File: src/rtl/arc4_crack_if.sv
// Handshake bundle between the key-search controller, its host and the
// ARC4 core whose plaintext write port it snoops.
interface arc4_crack_if;
    logic        en;
    logic        rdy;
    logic [23:0] key;
    logic        key_valid;
    logic        arc4_en;
    logic        arc4_rdy;
    logic [23:0] arc4_key;
    logic [7:0]  pt_addr;
    logic [7:0]  pt_wrdata;
    logic        pt_wren;

    // Environment side: host start request plus the core's status and write port.
    modport master (
        output en, arc4_rdy, pt_addr, pt_wrdata, pt_wren,
        input  rdy, key, key_valid, arc4_en, arc4_key
    );

    // Controller side.
    modport slave (
        input  en, arc4_rdy, pt_addr, pt_wrdata, pt_wren,
        output rdy, key, key_valid, arc4_en, arc4_key
    );
endinterface

File: src/rtl/arc4_crack.sv
// Brute-force ARC4 key search controller. Starts the core on successive
// candidate keys and accepts the first key whose decrypted message is all
// printable ASCII, or reports the slice of key space as exhausted.
module arc4_crack #(
    parameter logic [23:0] KEY_START = 24'h000000,
    parameter logic [23:0] KEY_LAST  = 24'hFFFFFF,
    parameter logic [23:0] KEY_STEP  = 24'd1
) (
    input  logic         clk,
    input  logic         rst_n,
    arc4_crack_if.slave  bus
);

    localparam logic [2:0] S_IDLE      = 3'd0;
    localparam logic [2:0] S_START     = 3'd1;
    localparam logic [2:0] S_WAIT_BUSY = 3'd2;
    localparam logic [2:0] S_WAIT_DONE = 3'd3;
    localparam logic [2:0] S_EVAL      = 3'd4;
    localparam logic [2:0] S_DONE      = 3'd5;

    logic [2:0]  state;
    logic [23:0] cand;
    logic        valid;
    logic [7:0]  len;
    logic        bad;
    logic [24:0] next_cand;
    logic        snoop_active;

    // The extra bit catches carry out of 24'hFFFFFF so the search never wraps.
    assign next_cand    = {1'b0, cand} + {1'b0, KEY_STEP};
    assign snoop_active = ((state == S_WAIT_BUSY) || (state == S_WAIT_DONE)) && bus.pt_wren;

    assign bus.rdy       = (state == S_IDLE) || (state == S_DONE);
    assign bus.key       = cand;
    assign bus.arc4_key  = cand;
    assign bus.key_valid = valid;
    // The start pulse lasts one cycle because START is left on the same edge.
    assign bus.arc4_en   = (state == S_START) && bus.arc4_rdy;

    // Search sequencing: candidate stepping and the final verdict.
    always_ff @(posedge clk or negedge rst_n) begin
        if (!rst_n) begin
            state <= S_IDLE;
            cand  <= '0;
            valid <= 1'b0;
        end else begin
            // NOTE: non-blocking assignments keep every register updating from
            // pre-edge values, so statement order inside the block is irrelevant.
            case (state)
                S_IDLE, S_DONE: begin
                    if (bus.en) begin
                        cand  <= KEY_START;
                        valid <= 1'b0;
                        state <= S_START;
                    end
                end
                S_START: begin
                    if (bus.arc4_rdy) state <= S_WAIT_BUSY;
                end
                S_WAIT_BUSY: begin
                    if (!bus.arc4_rdy) state <= S_WAIT_DONE;
                end
                S_WAIT_DONE: begin
                    if (bus.arc4_rdy) state <= S_EVAL;
                end
                S_EVAL: begin
                    if (!bad) begin
                        valid <= 1'b1;
                        state <= S_DONE;
                    end else if (next_cand > {1'b0, KEY_LAST}) begin
                        valid <= 1'b0;
                        state <= S_DONE;
                    end else begin
                        cand  <= next_cand[23:0];
                        state <= S_START;
                    end
                end
                default: state <= S_IDLE;
            endcase
        end
    end

    // Plaintext snoop: byte 0 carries the length, bytes 1..len must be printable.
    always_ff @(posedge clk or negedge rst_n) begin
        if (!rst_n) begin
            len <= '0;
            bad <= 1'b0;
        end else if (state == S_START) begin
            len <= '0;
            bad <= 1'b0;
        end else if (snoop_active) begin
            if (bus.pt_addr == 8'd0) begin
                len <= bus.pt_wrdata;
            end else if ((bus.pt_addr <= len) &&
                         ((bus.pt_wrdata < 8'h20) || (bus.pt_wrdata > 8'h7E))) begin
                bad <= 1'b1;
            end
        end
    end

endmodule
File: src/flat_wrapper.sv
// flat-port wrapper written by rule: the top's interface ports become plain ports
module arc4_crack_flat 
#(
    parameter logic [23:0] KEY_START = 24'h000000,
    parameter logic [23:0] KEY_LAST  = 24'hFFFFFF,
    parameter logic [23:0] KEY_STEP  = 24'd1
)
  (clk, rst_n, bus_en, bus_arc4_rdy, bus_pt_addr, bus_pt_wrdata, bus_pt_wren, bus_rdy, bus_key, bus_key_valid, bus_arc4_en, bus_arc4_key);
  arc4_crack_if bus_i ();
  input  logic clk;
  input  logic rst_n;
  input wire logic [$bits(bus_i.en)-1:0] bus_en;
  input wire logic [$bits(bus_i.arc4_rdy)-1:0] bus_arc4_rdy;
  input wire logic [$bits(bus_i.pt_addr)-1:0] bus_pt_addr;
  input wire logic [$bits(bus_i.pt_wrdata)-1:0] bus_pt_wrdata;
  input wire logic [$bits(bus_i.pt_wren)-1:0] bus_pt_wren;
  output wire logic [$bits(bus_i.rdy)-1:0] bus_rdy;
  output wire logic [$bits(bus_i.key)-1:0] bus_key;
  output wire logic [$bits(bus_i.key_valid)-1:0] bus_key_valid;
  output wire logic [$bits(bus_i.arc4_en)-1:0] bus_arc4_en;
  output wire logic [$bits(bus_i.arc4_key)-1:0] bus_arc4_key;
  assign bus_i.en = bus_en;
  assign bus_i.arc4_rdy = bus_arc4_rdy;
  assign bus_i.pt_addr = bus_pt_addr;
  assign bus_i.pt_wrdata = bus_pt_wrdata;
  assign bus_i.pt_wren = bus_pt_wren;
  assign bus_rdy = bus_i.rdy;
  assign bus_key = bus_i.key;
  assign bus_key_valid = bus_i.key_valid;
  assign bus_arc4_en = bus_i.arc4_en;
  assign bus_arc4_key = bus_i.arc4_key;
  arc4_crack #(.KEY_START(KEY_START), .KEY_LAST(KEY_LAST), .KEY_STEP(KEY_STEP)) u_core (.clk(clk), .rst_n(rst_n), .bus(bus_i));
endmodule
File: config.mk
export PLATFORM = sky130hd
export DESIGN_NAME = arc4_crack_flat
export DESIGN_NICKNAME = d
export VERILOG_FILES = /design/src/rtl/arc4_crack_if.sv /design/src/rtl/arc4_crack.sv /design/src/flat_wrapper.sv
export SDC_FILE = /design/constraint.sdc
export NUM_CORES = 1
export LEC_CHECK = 0
export ABC_CLOCK_PERIOD_IN_PS = 5900
export CORE_ASPECT_RATIO = 0.9
export CORE_UTILIZATION = 35
export CTS_CLUSTER_DIAMETER = 200
export DETAILED_ROUTE_END_ITERATION = 10
export GPL_TIMING_DRIVEN = 0
export PLACE_DENSITY_LB_ADDON = 0.1
export SKIP_CTS_REPAIR_TIMING = 1
export SLEW_MARGIN = 20
export SYNTH_ARGS = -nofsm -noshare
export SYNTH_HDL_FRONTEND = slang
export SYNTH_SLANG_ARGS = --single-unit
File: constraint.sdc
create_clock -name clk -period 5.9 [get_ports clk]
set_input_delay 1.18 -clock clk [delete_from_list [all_inputs] [get_ports clk]]
set_output_delay 1.18 -clock clk [all_outputs]
set_load 0.01 [all_outputs]
==> results of run 1 <==
cell usage after synthesis, types with 2 or more instances:
| cell type | count | share of area |
|---|---|---|
| nor2b_1 | 2 | 0.0045 |
| nor3_1 | 9 | 0.016 |
| and2_1 | 2 | 0.0045 |
| nand3_1 | 20 | 0.036 |
| nor4_1 | 9 | 0.020 |
| and3_2 | 2 | 0.0054 |
| o21ai_0 | 17 | 0.030 |
| clkbuf_8 | 3 | 0.015 |
| or3_1 | 4 | 0.0089 |
| or4_1 | 4 | 0.011 |
| o22ai_1 | 2 | 0.0045 |
| a22o_1 | 2 | 0.0062 |
| buf_4 | 25 | 0.067 |
| dfrtp_1 | 37 | 0.33 |
| o311ai_0 | 3 | 0.0094 |
| o211ai_1 | 7 | 0.019 |
| a21oi_1 | 10 | 0.018 |
| nor2_1 | 27 | 0.036 |
| nand2b_1 | 3 | 0.0067 |
| mux2i_1 | 10 | 0.036 |
| nand3b_1 | 2 | 0.0054 |
| o21bai_1 | 3 | 0.0080 |
| nand4_1 | 12 | 0.027 |
| xnor2_1 | 4 | 0.012 |
| ha_1 | 10 | 0.045 |
| xor2_1 | 2 | 0.0062 |
| o41ai_1 | 3 | 0.0094 |
| nand2_1 | 29 | 0.039 |
| inv_1 | 19 | 0.025 |
| o21a_1 | 2 | 0.0054 |
| clkbuf_1 | 9 | 0.012 |
| a31oi_1 | 5 | 0.011 |
| a31o_2 | 2 | 0.0062 |
final timing paths:
kind | to | slack (ps) | cells past startpoint
max in group asynchronous | u_core.bus.arc4_key[3] | 4580 | 2
min reg2reg | u_core.len[2] | 530 | 2
min | u_core.len[2] | 530 | 2
min in group asynchronous | u_core.state[0] | 840 | 1
max | bus_arc4_en | 2360 | 3
max reg2reg | u_core.bus.arc4_key[2] | 2600 | 8
area by class of cell:
type                            count  area (µm²)  area share
Buffer                             39         279      0.0742
Inverter                           19        71.3      0.0190
Multi-Input combinational cell    233        1540       0.411
Clock inverter                      3        17.5     0.00466
Clock buffer                        5        68.8      0.0183
Sequential cell                    37         926       0.246
Tap cell                           96         120      0.0319
Timing Repair Buffer               72         733       0.195
routing by layer:
layer	up-vias	track usage
met5	-	0
met4	0	0.0321
met3	7	0.0384
met2	80	0.321
met1	1281	0.282
li1	1336	-
kinds of logic (layout without fill, tap and decap cells):
| family | Yosys count | count (layout) |
|---|---|---|
| simple gates | 137 | 137 |
| compound gates | 69 | 69 |
| buf+inv | 58 | 138 |
| flops | 37 | 37 |
| fa+ha+maj | 11 | 11 |
| mux | 10 | 10 |
| xor+xnor | 6 | 6 |
power breakdown:
group | leakage [nW] | internal (mW) | switching [mW]
Clock | 0.0439 | 0.0816 | 0.0989
Sequential | 0.511 | 0.272 | 0.0135
Combinational | 0.890 | 0.125 | 0.197
registers in the layout (all words and copies together), names as in the netlist:
name and cells:
u_core.state 3, u_core.len 8, u_core.bus.key_valid 1, u_core.bus.arc4_key 24, u_core.bad 1
worst max-delay path: stages:
cell and delay [ps]:
clkdlybuf4s50_1 520, and2_1 130, clkdlybuf4s50_1 530
through the flow:
step / instance area [µm²] / utilization / power (mW) / hold WS (ps)
after global routing: 3760 / 0.491 / 0.843 / 549
after detailed placement: 3660 / 0.478 / 0.610 / 508
final: 3760 / 0.491 / 0.788 / 527
after CTS: 3750 / 0.490 / 0.792 / 529
after floorplan: 2800 / - / 0.482 / 486
after global placement: 3630 / 0.475 / 0.603 / 501
==> results.txt, run 1 <==
----------------------------------------------------
[Status]
  Run status ... completed

[Layout]
  Inserted Diodes ... 0
  Area added between synthesis and finish ... 34.1%
  Fin nets ... 438
  Number of inserted filler cells in the final layout ... 800
  Post-route non-filler standard cell count ... 504
  Most frequent cells in the layout ... clkdlybuf4s50_1 (70), dfrtp_1 (37), nand2_1 (29)
  Fraction of layout instances using a drive strength above 1 ... 0.140
  Commonest non-fill, non-tap cell in the layout ... clkdlybuf4s50_1

[Global routing]
  Number of antenna violations at the first check in global routing ... 0
  GR Util All Layers ... 0.199
  Pin count of the biggest net entering global routing ... 21
  First-pass GRT wire length ... 12600 µm
  Final global-route overflow total ... 0
  Via count of the first global-routing pass ... 2517

[Floorplan]
  Die Ht ... 86.9 µm
  Initial Util ... 0.366
  Core box area ... 0.00766 mm²
  Die outline width ... 96.3 µm
  Std-Cell Rows ... 30
  Floorplan die area ... 0.00837 mm²
  IO Count ... 72

[Routing]
  Drt via density ... 5.37
  Routed met1 length ... 3700 µm
  Met3 Routed Length ... 448 µm
  Vias after detailed routing ... 2704
  Routed length on met2 ... 3670 µm
  Wirelength per Cell ... 15.6 µm
  Count of TritonRoute iterations in the first routing pass ... 4
  Drc violations ... 0
  Wire length reported by the detailed router ... 7870 µm
  Initial DRC count ... 250
  Count of nets left with antenna violations after detail routing ... 0
  Top layer in use ... met4

[CTS]
  Count of clock tree sinks ... 37
  Clock tree root driver cell ... clkbuf_8
  Clock H-tree levels ... 2
  CTS max path bufs ... 2
  Worst-Skew Late Latency ... 300 ps
  CTS tree ... done
  CTS buffer count ... 5
  Clock-pin slew on the worst setup and hold paths ... 80 ps

[Run]
  Max cap viols ... 0

[Logic synthesis]
  Post-synthesis xor/xnor area fraction ... 0.0187
  Dominant combinational cell family by area after synthesis ... simple AND/OR/NAND/NOR gates
  Instance count of the mapped netlist ... 328
  Number of register bits inferred by synthesis ... 37
  FFs w/ async S/R, synth ... 1.00
  Synth Cell Area ... 0.00280 mm²
  Simple-gate share of the synthesized area ... 0.269
  Adder and majority gate portion of the synthesized area ... 0.0482
  Distinct cell type count of the synthesized netlist ... 61
  Number of flops mapped to enable cells by yosys ... 0
  Count of synthesis-stage warnings from yosys ... 0
  Synthesized-area fraction occupied by ao, oa, aoi and oai cells ... 0.173
  Post-Syn Area per Cell ... 8.55 µm²
  Share of synthesized area occupied by flip-flops and latches ... 0.330
  Most instantiated flip-flop cell in the synthesis netlist ... dfrtp_1
  Synthesized Nets ... 359
  Multiplexer share of the synthesized area ... 0.0357

[STA]
  Portion of the clock cycle consumed by the worst path in the final layout ... 0.600
  F_max ... 0.282 GHz
  Unrepaired setup endpoints after global routing ... false
  Post-route setup TNS ... 0 ps
  Time the final worst path needs with I/O delays and setup ... 3540 ps
  Number of max-slew violations in the final report ... 0
  Setup-violating endpoint count in the final report ... 0
  Final worst slack ... 2360 ps
  Tightest Pin Transition ... 941 ps
  Clock Skew ... 6.27 ps
  Worst-case headroom to the max-slew limit ... 0.368
  Endpoints failing hold ... 0

[Placement]
  Post-Place Worst Slack ... 2340 ps
  HPWL Detailed ... 5950 µm
  Number of port buffers ... 71
  GP Congestion ... 0.882
  Number of cells in the design after placement ... 496

[Worst setup path]
  Highest fanout seen on the critical path ... 4
  Startpoint of the most critical setup path ... bus_arc4_rdy
  Worst Path Required ... 4720 ps
  Setup Crit Path Kind ... in2out
  Worst r2r src ... u_core.bus.arc4_key[9]
  Arrival time reported for the critical path endpoint ... 2360 ps
  Category of the worst setup path launch point ... input pin
  Worst setup EP type ... primary output

[Hold path]
  Hold Path Origin ... u_core.len[2]
  Worst min-delay path category ... reg2reg

[Power and ir drop]
  Power density over the cells ... 210 mW/mm²
  Peak supply drop ... 0.000104 V
  Static Leakage ... 1.44 nW

----------------------------------------------------
Note: power is estimated with default switching activity, not from simulation.
==> run 2: changes to the inputs <==
--- a/config.mk
+++ b/config.mk
@@ -5,7 +5,7 @@
 export SDC_FILE = /design/constraint.sdc
 export NUM_CORES = 1
 export LEC_CHECK = 0
-export ABC_CLOCK_PERIOD_IN_PS = 5900
+export ABC_CLOCK_PERIOD_IN_PS = 3150
 export CORE_ASPECT_RATIO = 0.9
 export CORE_UTILIZATION = 35
 export CTS_CLUSTER_DIAMETER = 200
==> constraint.sdc (replaced) <==
create_clock -name clk -period 3.15 [get_ports clk]
set_input_delay 0.63 -clock clk [delete_from_list [all_inputs] [get_ports clk]]
set_output_delay 0.63 -clock clk [all_outputs]
set_load 0.01 [all_outputs]
==> run 2 against run 1 <==
- non-clock buffer count grew 1
- cell area is 0.96% higher
- first-iteration DRC count down 4.4%
- via count is 1.8% higher
- worst hold slack got worse by 230 ps
- cell count rose by 0.20%
- sequential power increased by 87%
- highest routed layer unchanged
- critical path type is now reg2reg
- setup slack lost 2200 ps
- critical path depth up 7
- clock power is 86% higher
- register-to-register slack worse by 2500 ps
==> results.txt, run 2 (synthesized netlist as in run 1, its figures left out) <==
----------------------------------------------------
[Status]
  Run status ... completed

[Worst setup path]
  Critical Path Slowest Stage Cell ... or4_4
  Setup Crit Path Kind ... reg2reg
  Critical Path, Cell by Cell ... buf_4 -> nand3_4 -> or4_4 -> or3_4 -> a2111oi_4 -> nand4_4 -> nand2_4 -> buf_6 -> nor4_1 -> a211o_1
  Worst Path Required ... 3340 ps
  Arrival time reported for the critical path endpoint ... 3230 ps
  Worst setup EP type ... flop
  Length in cells of the worst reg-to-reg path ... 10
  R2R Path End ... u_core.bus.arc4_key[6]
  Critical Path Stages ... 10
  Startpoint of the most critical setup path ... u_core.bus.arc4_key[2]
  Gate family responsible for the most delay along the worst path ... simple AND/OR/NAND/NOR gates
  Highest fanout seen on the critical path ... 10
  Minimum setup slack among reg-to-reg paths ... 110 ps
  Capturing instance or port of the critical path ... u_core.bus.arc4_key[6]
  Worst r2r src ... u_core.bus.arc4_key[2]
  Buffers and inverters on the worst path ... 2
  Category of the worst setup path launch point ... flop
  Delay of the slowest critical-path stage ... 560 ps

[Placement]
  Instance area after placement ... 0.00366 mm²
  GP Congestion ... 0.882
  Number of cells in the design after placement ... 496
  Number of port buffers ... 71
  Post-Place Worst Slack ... -303 ps
  HPWL Detailed ... 5950 µm

[Power and ir drop]
  Total Power ... 1.48 mW
  Net switching share of the total power ... 0.393
  Part of the total power dissipated in combinational logic ... 0.412
  Static Leakage ... 1.46 nW
  Internal portion of total power ... 0.898 mW
  Peak supply drop ... 0.000191 V
  Power density over the cells ... 390 mW/mm²
  Proportion of power drawn by flip-flops and latches ... 0.361
  Switching power ... 0.581 mW
  Clk network pwr share ... 0.226

[Layout]
  Fin nets ... 439
  Number of inserted filler cells in the final layout ... 798
  Post-route non-filler standard cell count ... 505
  Most frequent cells in the layout ... clkdlybuf4s50_1 (70), dfrtp_1 (33), nand2_1 (29)
  Final standard cell utilization of the core ... 0.496
  Area added between synthesis and finish ... 35.4%
  Fraction of layout instances using a drive strength above 1 ... 0.156
  Commonest non-fill, non-tap cell in the layout ... clkdlybuf4s50_1
  Final non-filler cell area ... 0.00380 mm²
  Number of flip-flops under the largest register name ... 24
  Inserted Diodes ... 0

[Floorplan]
  Die Ht ... 86.9 µm
  IO Count ... 72
  Initial Util ... 0.366
  Floorplan die area ... 0.00837 mm²
  Core box area ... 0.00766 mm²
  Die outline width ... 96.3 µm
  Std-Cell Rows ... 30

[Global routing]
  Number of antenna violations at the first check in global routing ... 0
  Final global-route overflow total ... 0
  First-pass GRT wire length ... 12600 µm
  Pin count of the biggest net entering global routing ... 21
  GR Util All Layers ... 0.199
  Via count of the first global-routing pass ... 2517

[STA]
  Endpoints failing hold ... 0
  Worst-case headroom to the max-slew limit ... 0.428
  Unrepaired setup endpoints after global routing ... false
  Number of max-slew violations in the final report ... 0
  Post-route setup TNS ... 0 ps
  Min Hold Slack ... 298 ps
  Setup-violating endpoint count in the final report ... 0
  Clock Skew ... 6.34 ps
  Time the final worst path needs with I/O delays and setup ... 3040 ps
  F_max ... 0.329 GHz
  Portion of the clock cycle consumed by the worst path in the final layout ... 0.964
  Final worst slack ... 113 ps
  Tightest Pin Transition ... 853 ps

[CTS]
  Clock-pin slew on the worst setup and hold paths ... 80 ps
  CTS buffer count ... 5
  Clock H-tree levels ... 2
  Worst-Skew Late Latency ... 300 ps
  CTS tree ... done
  Clock tree root driver cell ... clkbuf_8
  CTS max path bufs ... 2
  Count of clock tree sinks ... 37

[Routing]
  Drt via density ... 5.45
  Initial DRC count ... 239
  Count of nets left with antenna violations after detail routing ... 0
  Wirelength per Cell ... 15.7 µm
  Count of TritonRoute iterations in the first routing pass ... 5
  Vias after detailed routing ... 2752
  Drc violations ... 0
  Wire length reported by the detailed router ... 7940 µm

[Run]
  Max cap viols ... 0

[Hold path]
  Worst min-delay path category ... in2async

----------------------------------------------------
run 2: worst min-delay path by stage:
stage                               startpoint                 endpoint  slack (ps)  cells after the start
final                                    rst_n          u_core.state[0]         300                      1
after global routing                     rst_n  u_core.bus.arc4_key[23]         330                      1
after CTS                                rst_n  u_core.bus.arc4_key[23]         320                      1
after detailed placement  u_core.bus.key_valid     u_core.bus.key_valid         510                      2
after global placement    u_core.bus.key_valid     u_core.bus.key_valid         500                      2
after floorplan                          rst_n               u_core.bad         330                      0
run 2: cell type report:
type                       count  area, µm²  share of cell area
sequential                    37        931               0.245
clock buffer                   5       68.8              0.0181
inverter                      19       71.3              0.0188
multi-input combinational    233       1570               0.413
tap                           96        120              0.0316
clock inverter                 3       17.5             0.00461
buffer                        39        279              0.0735
timing repair buffer          73        741               0.195
run 2: metal layers:
layer	vias to the layer above	track usage	wire (µm)
met4	0	0.0321	59
li1	1342	-	-
met1	1297	0.282	3680
met3	9	0.0384	595
met2	104	0.321	3610
met5	-	0	0
run 2: power groups by stage:
stage	Combinational, mW	Clock, mW	Sequential [mW]
floorplan	0.361	0	0.542
global placement	0.585	0	0.544
detailed placement	0.597	0	0.545
CTS	0.601	0.348	0.535
global route	0.677	0.369	0.539
finish	0.610	0.335	0.535
